===== config.mk =====
export PLATFORM = sky130hd
export DESIGN_NAME = btn_debouncer
export DESIGN_NICKNAME = d
export VERILOG_FILES = /design/src/rtl/btn_debouncer_pkg.sv /design/src/rtl/btn_debouncer_ch.sv /design/src/rtl/btn_debouncer.sv
export SDC_FILE = /design/constraint.sdc
export NUM_CORES = 1
export LEC_CHECK = 0
export ABC_CLOCK_PERIOD_IN_PS = 4250
export BUFFER_PORTS_ARGS = -buffer_cell sky130_fd_sc_hd__buf_2
export CORE_AREA = 2 2 90 92
export CTS_CLUSTER_SIZE = 16
export DETAILED_ROUTE_END_ITERATION = 8
export DIE_AREA = 0 0 92 94
export GPL_TIMING_DRIVEN = 0
export PLACE_DENSITY = 0.7
export SLEW_MARGIN = 30
export SYNTH_ARGS = -nofsm -noshare
export SYNTH_HDL_FRONTEND = slang
export SYNTH_SLANG_ARGS = --single-unit

===== constraint.sdc =====
create_clock -name clock -period 4.25 [get_ports clock]
set_clock_uncertainty 0.05 [all_clocks]
set_input_delay 0.425 -clock clock [delete_from_list [all_inputs] [get_ports clock]]
set_output_delay 0.425 -clock clock [all_outputs]
set_load 0.01 [all_outputs]

===== src/rtl/btn_debouncer_pkg.sv =====
// Shared definitions for the push-button debouncer: per-channel FSM state
// encodings and a small helper that maps a state to the debounced level.
package btn_debouncer_pkg;

  typedef enum logic [1:0] {
    ST_IDLE      = 2'd0,
    ST_ARMING    = 2'd1,
    ST_PRESSED   = 2'd2,
    ST_RELEASING = 2'd3
  } btn_state_e;

  // The button counts as "down" once a press has been accepted and until
  // the release has been confirmed.
  function automatic logic state_is_down(input btn_state_e st);
    return (st == ST_PRESSED) || (st == ST_RELEASING);
  endfunction

endpackage


===== src/rtl/btn_debouncer_ch.sv =====
// One debounced push-button channel: two-flop synchronizer, stability
// counter, four-state press/release FSM and a registered press pulse.
module btn_debounce_ch
  import btn_debouncer_pkg::*;
#(
  parameter int DEBOUNCE_CYCLES = 1000000,
  parameter int NB_CNT          = 20
) (
  input  logic clock,
  input  logic i_reset,
  input  logic i_btn,
  output logic o_pulse,
  output logic o_level
);

  localparam logic [NB_CNT-1:0] CNT_LAST = NB_CNT'(DEBOUNCE_CYCLES - 1);

  logic              sync1_q, sync1_d;
  logic              sync2_q, sync2_d;
  btn_state_e        state_q, state_d;
  logic [NB_CNT-1:0] cnt_q,   cnt_d;
  logic              pulse_q, pulse_d;

  // Synchronizer chain: the raw button is asynchronous to clock.
  always_comb begin
    sync1_d = i_btn;
    sync2_d = sync1_q;
  end

  // Next-state logic; the counter only advances while a level change is
  // being qualified, so it never wraps in the stable IDLE/PRESSED states.
  always_comb begin
    state_d = state_q;
    cnt_d   = cnt_q;
    pulse_d = 1'b0;
    case (state_q)
      ST_IDLE: begin
        if (sync2_q) begin
          state_d = ST_ARMING;
          cnt_d   = '0;
        end
      end
      ST_ARMING: begin
        if (!sync2_q) begin
          state_d = ST_IDLE;
        end else if (cnt_q == CNT_LAST) begin
          state_d = ST_PRESSED;
          pulse_d = 1'b1;
        end else begin
          cnt_d = cnt_q + 1'b1;
        end
      end
      ST_PRESSED: begin
        if (!sync2_q) begin
          state_d = ST_RELEASING;
          cnt_d   = '0;
        end
      end
      ST_RELEASING: begin
        if (sync2_q) begin
          // Release glitch: fall back to PRESSED without a new pulse.
          state_d = ST_PRESSED;
        end else if (cnt_q == CNT_LAST) begin
          state_d = ST_IDLE;
        end else begin
          cnt_d = cnt_q + 1'b1;
        end
      end
      default: begin
        state_d = ST_IDLE;
        cnt_d   = '0;
      end
    endcase
  end

  // State, counter, synchronizer and pulse registers with synchronous reset.
  always_ff @(posedge clock) begin
    if (i_reset) begin
      sync1_q <= 1'b0;
      sync2_q <= 1'b0;
      state_q <= ST_IDLE;
      cnt_q   <= '0;
      pulse_q <= 1'b0;
    end else begin
      sync1_q <= sync1_d;
      sync2_q <= sync2_d;
      state_q <= state_d;
      cnt_q   <= cnt_d;
      pulse_q <= pulse_d;
    end
  end

  assign o_pulse = pulse_q;
  assign o_level = state_is_down(state_q);

endmodule


===== src/rtl/btn_debouncer.sv =====
// Multi-channel push-button debouncer: NB_BTN independent channels, each
// producing a debounced level and a single-cycle pulse per accepted press.
module btn_debouncer
  import btn_debouncer_pkg::*;
#(
  parameter int NB_BTN          = 3,
  parameter int DEBOUNCE_CYCLES = 1000000,
  parameter int NB_CNT          = 20
) (
  input  logic              clock,
  input  logic              i_reset,
  input  logic [NB_BTN-1:0] i_btn,
  output logic [NB_BTN-1:0] o_btn_pulse,
  output logic [NB_BTN-1:0] o_btn_level
);

  // One fully independent channel per button bit.
  for (genvar i = 0; i < NB_BTN; i++) begin : g_ch
    btn_debounce_ch #(
      .DEBOUNCE_CYCLES (DEBOUNCE_CYCLES),
      .NB_CNT          (NB_CNT)
    ) u_ch (
      .clock   (clock),
      .i_reset (i_reset),
      .i_btn   (i_btn[i]),
      .o_pulse (o_btn_pulse[i]),
      .o_level (o_btn_level[i])
    );
  end

endmodule


==> results of run 1 <==
[worst max-delay path by stage]
| stage | start | endpoint | cells past startpoint |
|---|---|---|---|
| 2_1_floorplan | g_ch[2].u_ch.cnt_q[9] | flip-flop | 6 |
| 3_3_place_gp | g_ch[0].u_ch.cnt_q[0] | g_ch[0].u_ch.cnt_q[10] | 7 |
| 3_5_place_dp | g_ch[0].u_ch.cnt_q[0] | g_ch[0].u_ch.cnt_q[12] | 7 |
| 4_1_cts | g_ch[0].u_ch.cnt_q[0] | g_ch[0].u_ch.cnt_q[12] | 7 |
| 5_1_grt | g_ch[0].u_ch.cnt_q[1] | g_ch[0].u_ch.cnt_q[10] | 7 |
| 6_report | g_ch[0].u_ch.cnt_q[0] | g_ch[0].u_ch.cnt_q[12] | 7 |
[per-stage QoR]
step / area, µm² / setup slack, ns
global placement: 3930 / 1.95
CTS: 4120 / 1.91
floorplan: 3750 / 2.29
detailed placement: 3930 / 1.91
global route: 4120 / 1.71
finish: 4120 / 1.92
[worst reg2reg max path, stage by stage (launching register included)]
cell	delay, ns
dfxtp_1	0.40
ha_1	0.21
and3_1	0.21
nand4_2	0.20
o31ai_1	0.66
buf_2	0.34
a21oi_1	0.05
o21ai_0	0.15
[cells in the mapped netlist (2+ instances only)]
library cell	number
a31o_2	2
o211ai_1	7
a211oi_1	4
nand3_1	29
or4b_4	2
and3_1	9
dfxtp_1	75
or3_1	13
ha_1	3
o21bai_1	2
a21o_1	4
nor4_1	6
nand4_2	2
o21ai_0	19
nand4_1	20
a21oi_1	21
nand2_1	41
inv_1	9
o31ai_1	2
and4_1	5
and2_1	4
clkbuf_1	12
nor2_1	46
a2111oi_2	2
nor4_4	2
mux2i_1	6
or4_1	6
or4_4	2
nor3_1	9
nor4b_1	3
xor2_1	16
buf_4	7
buf_2	2
nor2b_1	6
nand2b_1	4
nand4b_1	3
xnor2_1	14
[metal layers]
metal / vias to the layer above / global-route usage / share of wire
met3: 14 / 0.0393 / 0.044
met2: 83 / 0.328 / 0.47
li1: 1637 / - / -
met1: 1535 / 0.258 / 0.47
met4: 0 / 0.0684 / 0.021
met5: - / 0 / 0
[state kept, by name (all words and copies together) (netlist names), named ones only]
register           flops
g_ch.u_ch.cnt_q       60
g_ch.u_ch.state_q      3
g_ch.u_ch.sync2_q      3
g_ch.u_ch.o_pulse      3
g_ch.u_ch.sync1_q      3
[cells by family after synthesis]
| logic type | count (synthesis) | share of synthesized area |
|---|---|---|
| flops | 75 | 0.400 |
| fa+ha+maj | 3 | 0.0100 |
| simple gates | 221 | 0.332 |
| mux | 6 | 0.0160 |
| buf+inv | 31 | 0.0407 |
| compound gates | 74 | 0.128 |
| xor+xnor | 31 | 0.0743 |
[layout make-up]
cell class	instances	area, µm²	share of cell area
buffer	22	119	0.0288
clock buffer	9	124	0.0301
clock inverter	7	68.8	0.0167
inverter	9	33.8	0.00820
multi-input combinational	335	2100	0.510
sequential	75	1500	0.364
tap	102	128	0.0310
timing repair buffer	9	45.0	0.0109
[power breakdown]
| group | switching, mW | internal [mW] |
|---|---|---|
| Combinational | 0.0277 | 0.0108 |
| Sequential | 0.00302 | 0.706 |
| Clock | 0.275 | 0.269 |
| Total | 0.306 | 0.985 |
[cell usage in the layout (no fill, tap or decap), types with 11 or more instances in the layout]
cell	n
a21oi_1	21
buf_2	11
clkbuf_1	12
dfxtp_1	75
nand2_1	41
nand3_1	29
nand4_1	20
nor2_1	46
o21ai_0	19
or3_1	13
xnor2_1	14
xor2_1	16
==> impl_metrics.toml, run 1 <==
[routing]
drt_wl_total_mm = 8.06
vias = 3269
viasPerCell = 5.76
drtIter0Drc = 191
routedWlPerCell_um = 14.2
drc = 0
drtPass1Iterations = 4
postRouteAntennaNets = 0

[pwr]
leakage_nw = 1.43
vdd_drop_max_mv = 0.229
power_density_nw_per_um2 = 313
power_mw = 1.29

[hold_path]
hold_path.class = "in2reg"
holdPathStages = 2
min_from = "i_btn[2]"
min_to = "g_ch[2].u_ch.sync1_q"

[synth]
syn_area_per_cell_um2 = 8.51
ys_warn_count = 0
ys_types = 59
ys_seq_area_frac = 0.400
synth_edf_count = 0
synthArstFlopShare = 0
synthCells = 441
syn_nets = 449
ys_seq_elements = 75
syn_area_um2 = 3750
synth_top_area_cell = "dfxtp_1"
synth_ff_type = "dfxtp_1"
synth_top_area_frac = 0.400
synth_area_leaders = "dfxtp_1 (40%), nor2_1 (4.6%), nand2_1 (4.1%), nand3_1 (3.9%), xor2_1 (3.7%)"

[grt]
grt_max_degree = 14
antenna_found_initial = 0
grt_pass1_wl_mm = 14.0
grtUsageTotal = 0.198
gr-total-overflow = 0
grt_pass1_vias = 3101

[clock_tree]
cts_setup_buffers = 0
clk_path_buf_depth = 2
cts_tree = "built"
clock-root-buffer = "clkbuf_8"
clk_latency_ns = 0.36
postCtsResizedCells = 0
clk_pin_slew_ns = 0.09
ctsHoldBuffers = 0
cts_sinks = 75
cts_htree_levels = 3
cts_buffers = 9

[sta]
drv_slew = 0
tns_ns = 0
max_slew.worst_pin.slew_ns = 0.855
rsz0062_at_grt = "false"
timing.final.hold_violations = 0
post-route-period-util = 0.548
setup_viol = 0
holdWs_ns = 0.221
fmax_mhz = 429
period_needed_ns = 2.33
slew-limit-headroom = 0.425

[floorplan]
die_w_um = 92
die_area_um2 = 8650
core_region_area_um2 = 7610
fp-row-count = 32
boundaryPins = 11
die_y_um = 94
start_util = 0.494

[cells_and_area]
areaGrowthSynthToFinish_pct = 9.73
layout.nets = 469
final_util = 0.542
fin_cells = 568
layout-drive-gt1-share = 0.112
fillers = 722
antennaDiodeCount = 0

[critical_path]
regToRegSetupSlack_ns = 1.92
reg2reg_to = "g_ch[0].u_ch.cnt_q[12]"
cp_slowest_cell = "o31ai_1"
critPathKind = "reg2reg"
crit_chain = "ha_1 -> and3_1 -> nand4_2 -> o31ai_1 -> buf_2 -> a21oi_1 -> o21ai_0"
cp-end-kind = "flip-flop"
cp.arrival_ns = 2.56
cpLargestDelayFamily = "compound AO/OA/AOI/OAI gates"
path_max_fanout = 10
worst-path-buf-inv = 1
crit_required_ns = 4.49
slowest_delay_ns = 0.66
start_kind = "flip-flop"
rr_worst_depth = 7
r2r-start = "g_ch[0].u_ch.cnt_q[0]"

[placement]
place_inst = 552
dp_hpwl_mm = 5.71
placement.io_buffers = 9
gp_congestion = 0.828

[job]
max-cap-violations = 0

[status]
outcome = "finished, final reports clean"
No activity file was read; power rests on OpenSTA's default activity.
==> run 2: changes to the inputs <==
Settings changed: ABC_CLOCK_PERIOD_IN_PS 4250 to 2400.
Clock period 4.25 ns to 2.4 ns, I/O delays scaled along.
==> run 2 against run 1 <==
Net effect:
- global-route usage is the same
- die area unchanged
- utilization rose by 0.066 points
- flip-flop and latch count did not move
- final area up 0.12%
- combinational power increased by 79%
- critical path type unchanged
==> impl_metrics.toml, run 2 (synthesized netlist as in run 1, its figures left out) <==
[status]
outcome = "finished, final reports clean"

[pwr]
leakage_nw = 1.43
pwr-share-seq = 0.548
vdd_drop_max_mv = 0.405
power_density_nw_per_um2 = 555
swShare = 0.237
power_frac_comb = 0.030
p_sw_mw = 0.543
clkPwrFrac = 0.421
internal_power_mw = 1.74

[cells_and_area]
final_common_cell = "dfxtp_1"
antennaDiodeCount = 0
largest_reg_flops = 60
layout.nets = 469
final_area_um2 = 4130
mostFrequentLayoutCells = "dfxtp_1 (75), nor2_1 (46), nand2_1 (41), nand3_1 (29), a21oi_1 (21)"
layout-drive-gt1-share = 0.114
areaGrowthSynthToFinish_pct = 9.86
largest_register = "g_ch.u_ch.cnt_q"

[clock_tree]
cts_buffers = 9
clk_path_buf_depth = 2
clock-root-buffer = "clkbuf_8"
clk_latency_ns = 0.36
cts_htree_levels = 3
cts_tree = "built"
clk_pin_slew_ns = 0.09
cts_sinks = 75

[hold_path]
min_to = "g_ch[2].u_ch.sync1_q"
hold_path.class = "in2reg"
min_from = "i_btn[2]"
holdPathStages = 2

[placement]
place_ws_ns = 0.0636
gp_congestion = 0.828
dpl-instance-area_um2 = 3930
placement.io_buffers = 9
dp_hpwl_mm = 5.71

[floorplan]
die_area_um2 = 8650
boundaryPins = 11
die_w_um = 92
die_y_um = 94
core_region_area_um2 = 7610
start_util = 0.494
fp-row-count = 32

[critical_path]
crit_required_ns = 2.59
regToRegSetupSlack_ns = 0.18
cp.arrival_ns = 2.41
critPathKind = "reg2reg"
path_max_fanout = 10
rr_worst_depth = 6
start_kind = "flip-flop"
r2r-start = "g_ch[2].u_ch.cnt_q[9]"
cp-end-kind = "flip-flop"

[grt]
antenna_found_initial = 0
use_met3 = 0.0393
globalRouteMet1Util = 0.258
grt_pass1_vias = 3101
met2_usage = 0.328
grtUsageTotal = 0.198
grt_max_degree = 14
gr-total-overflow = 0
grt_pass1_wl_mm = 14.0
busiest_layer = "met2"

[routing]
postRouteAntennaNets = 0
drtIter0Drc = 191
routedWlPerCell_um = 14.2
viasPerCell = 5.81
drt_wl_total_mm = 8.08
drc = 0
drtPass1Iterations = 4
vias = 3301

[sta]
max_slew.worst_pin.slew_ns = 0.849
drv_slew = 0
period_needed_ns = 2.22
timing.final.hold_violations = 0
slew-limit-headroom = 0.430
rsz0062_at_grt = "false"
fmax_mhz = 450
tns_ns = 0
finalWorstSetupSlack_ns = 0.179
setup_viol = 0
post-route-period-util = 0.925

[job]
max-cap-violations = 0
run 2: cell counts in the layout (fill, tap and decap cells not counted):
No cell type changed its count.
run 2: worst max-delay path by stage:
stage                               start                     end  depth (start not counted)
floorplan           g_ch[2].u_ch.cnt_q[9]               flip-flop                          6
global placement    g_ch[0].u_ch.cnt_q[0]  g_ch[0].u_ch.cnt_q[10]                          7
detailed placement  g_ch[0].u_ch.cnt_q[0]  g_ch[0].u_ch.cnt_q[12]                          7
CTS                 g_ch[0].u_ch.cnt_q[0]  g_ch[0].u_ch.cnt_q[12]                          7
global route        g_ch[0].u_ch.cnt_q[1]  g_ch[0].u_ch.cnt_q[10]                          7
finish              g_ch[2].u_ch.cnt_q[9]               flip-flop                          6
run 2: metrics by stage:
stage / hold slack, ns / std cells / util / power (mW)
after global placement: 0.375 / 552 / 0.516 / 1.35
after global routing: 0.0567 / 568 / 0.542 / 2.36
final: 0.0349 / 568 / 0.542 / 2.29
after floorplan: 0.318 / 441 / - / 1.33
after CTS: 0.0378 / 568 / 0.542 / 2.30
after detailed placement: 0.379 / 552 / 0.516 / 1.35
run 2: critical path: stages, from the launching register on:
cell and delay, ns:
dfxtp_1 0.42, or3b_1 0.37, or4b_4 0.51, nor4_4 0.32
buf_6 0.21, mux2i_1 0.19, nor2_1 0.05
run 2: metal layers:
layer  vias to the layer above  wire length [µm]
li1                       1638                 -
met1                      1569              3820
met2                        78              3780
met3                        16               300
met4                         0               180
met5                         -                 0
run 2: final cells by class:
| cell class | instances | area (µm²) |
|---|---|---|
| well taps | 102 | 128 |
| multi-input cells | 335 | 2110 |
| fillers | 722 | 3480 |
| clock inverters | 7 | 68.8 |
| inverters | 9 | 33.8 |
| plain buffers | 22 | 119 |
| flip-flops and latches | 75 | 1500 |
| clock buffers | 9 | 124 |
| repair buffers | 9 | 45.0 |
run 2: power groups by stage:
stage / Combinational (mW) / Clock [mW] / Sequential [mW]
final: 0.0691 / 0.964 / 1.25
after CTS: 0.0684 / 0.981 / 1.25
after floorplan: 0.0476 / 0 / 1.28
after detailed placement: 0.0680 / 0 / 1.28
after global placement: 0.0670 / 0 / 1.28
after global routing: 0.0767 / 1.02 / 1.26
run 2: timing repair:
| item | in CTS | in global routing |
|---|---|---|
| gates resized for setup | 0 | 1 |
| hold buffers | 0 | 0 |
| buffers inserted | 0 | 0 |
| setup endpoints to repair | 0 | 10 |
==> run 3: changes to the inputs <==
Settings changed: CORE_AREA 2 2 90 92 to 2 2 95 97, DIE_AREA 0 0 92 94 to 0 0 97 99, PLACE_DENSITY 0.7 to 0.65.
==> run 3 against run 2 <==
Net effect:
- sequential power about the same
- power decreased by 3.5%
- first-iteration DRC count increased by 9.4%
- non-clock buffer count unchanged
- utilization decreased by 6.0 points
- largest cell class unchanged
==> impl_metrics.toml, run 3 (synthesized netlist as in run 1, its figures left out) <==
[status]
outcome = "finished, final reports clean"

[cells_and_area]
layout.nets = 469
antennaDiodeCount = 0
fillers = 829
mostFrequentLayoutCells = "dfxtp_1 (75), nor2_1 (46), nand2_1 (41), nand3_1 (29), a21oi_1 (21)"
layout-drive-gt1-share = 0.112
final_common_cell = "dfxtp_1"
largest_reg_flops = 60
final_area_um2 = 4120
final_util = 0.482
largest_register = "g_ch.u_ch.cnt_q"
areaGrowthSynthToFinish_pct = 9.73

[critical_path]
path_max_fanout = 8
cpLargestDelayFamily = "simple AND/OR/NAND/NOR gates"
cp_slowest_cell = "a2111oi_2"
regToRegSetupSlack_ns = 0.22
r2r-start = "g_ch[1].u_ch.cnt_q[2]"
crit_required_ns = 2.57
reg2reg_to = "g_ch[1].u_ch.cnt_q[18]"
critPathKind = "reg2reg"
start_kind = "flip-flop"
cp-end-kind = "flip-flop"
slowest_delay_ns = 0.46
cp.arrival_ns = 2.35
rr_worst_depth = 6
crit_chain = "and4_1 -> clkbuf_1 -> nand3_1 -> a2111oi_2 -> xnor2_1 -> nor2_1"
worst-path-buf-inv = 1

[hold_path]
hold_path.class = "in2reg"
min_to = "g_ch[1].u_ch.sync1_q"
min_from = "i_btn[1]"
holdPathStages = 2

[placement]
dp_hpwl_mm = 5.55
dpl-instance-area_um2 = 3940
gp_congestion = 0.812
placement.io_buffers = 9

[floorplan]
start_util = 0.439
die_y_um = 99
die_w_um = 97
core_region_area_um2 = 8550
fp-row-count = 34
boundaryPins = 11
die_area_um2 = 9600

[sta]
tns_ns = 0
drv_slew = 0
rsz0062_at_grt = "false"
timing.final.hold_violations = 0
slew-limit-headroom = 0.441
post-route-period-util = 0.908
max_slew.worst_pin.slew_ns = 0.832
fmax_mhz = 459
holdWs_ns = 0.0551
setup_viol = 0
period_needed_ns = 2.18

[routing]
drt_wl_total_mm = 7.83
vias = 3216
routedWlPerCell_um = 13.6
drtPass1Iterations = 5
postRouteAntennaNets = 0
drc = 0
viasPerCell = 5.60
drtIter0Drc = 209

[grt]
globalRouteMet1Util = 0.219
antenna_found_initial = 0
grtUsageTotal = 0.173
met2_usage = 0.286
busiest_layer = "met2"
grt_max_degree = 13
use_met3 = 0.0312
gr-total-overflow = 0
grt_pass1_wl_mm = 13.9
grt_pass1_vias = 3114

[clock_tree]
cts_buffers = 9
clk_path_buf_depth = 2
cts_htree_levels = 3
ctsHoldBuffers = 0
clk_pin_slew_ns = 0.08
clock-root-buffer = "clkbuf_8"
cts_tree = "built"
cts_sinks = 75
clk_latency_ns = 0.34

[pwr]
power_mw = 2.21
p_sw_mw = 0.510
internal_power_mw = 1.70
swShare = 0.231
vdd_drop_max_mv = 0.271
pwr-share-seq = 0.568
clkPwrFrac = 0.402
power_frac_comb = 0.030
leakage_nw = 1.42
power_density_nw_per_um2 = 536

[job]
max-cap-violations = 0
[run 3: changes by cell type in the layout (fill, tap and decap cells not counted)]
cell       delta
bufinv_16     -1
clkbuf_1      +1
clkbuf_8      +2
clkinv_2      -1
clkinv_4      -1
[run 3: worst max-delay path by stage]
stage | from | slack (ns) | endpoint | cells past startpoint
after floorplan | g_ch[2].u_ch.cnt_q[9] | 0.44 | flip-flop | 6
after global placement | g_ch[0].u_ch.cnt_q[0] | 0.18 | g_ch[0].u_ch.cnt_q[12] | 7
after detailed placement | g_ch[0].u_ch.cnt_q[0] | 0.18 | g_ch[0].u_ch.cnt_q[10] | 7
after CTS | g_ch[0].u_ch.cnt_q[0] | 0.17 | g_ch[0].u_ch.cnt_q[10] | 7
after global routing | g_ch[0].u_ch.cnt_q[0] | 0.02 | g_ch[0].u_ch.cnt_q[10] | 7
final | g_ch[1].u_ch.cnt_q[2] | 0.22 | g_ch[1].u_ch.cnt_q[18] | 6
[run 3: worst reg2reg max path: cells and delay by family (launching register included)]
kind / cells / cell delay [ns]
buf+inv: 1 / 0.35
flops: 1 / 0.43
compound gates: 1 / 0.46
simple gates: 3 / 0.62
xor+xnor: 1 / 0.17
[run 3: per-stage QoR]
stage | setup WS, ns | instances
global placement | 0.178 | 558
detailed placement | 0.183 | 558
finish | 0.220 | 574
floorplan | 0.437 | 441
CTS | 0.166 | 574
global route | 0.0241 | 574
[run 3: repair_timing]
action	in CTS	in global routing
resized for setup	0	1
endpoints found under the setup margin	0	7
setup buffers	0	0
[run 3: cell type report]
cell class / instances / area (µm²) / share of cell area
Multi-Input combinational cell: 335 / 2110 / 0.511
Sequential cell: 75 / 1500 / 0.364
Clock buffer: 12 / 155 / 0.0377
Tap cell: 108 / 135 / 0.0328
Buffer: 22 / 119 / 0.0288
Timing Repair Buffer: 9 / 45.0 / 0.0109
Inverter: 9 / 33.8 / 0.00820
Clock inverter: 4 / 25.0 / 0.00607
[run 3: metal layers]
layer,part of all wire,up-vias,routed length (µm)
li1,-,1643,-
met1,0.48,1518,3780
met2,0.47,47,3720
met3,0.031,8,241
met4,0.011,0,86
met5,0,-,0
[run 3: power groups by stage]
stage	Clock, mW	Combinational [mW]	Sequential (mW)
detailed placement	0	0.0671	1.28
finish	0.887	0.0670	1.25
global route	0.963	0.0759	1.26
global placement	0	0.0659	1.28
floorplan	0	0.0476	1.28
CTS	0.912	0.0674	1.25
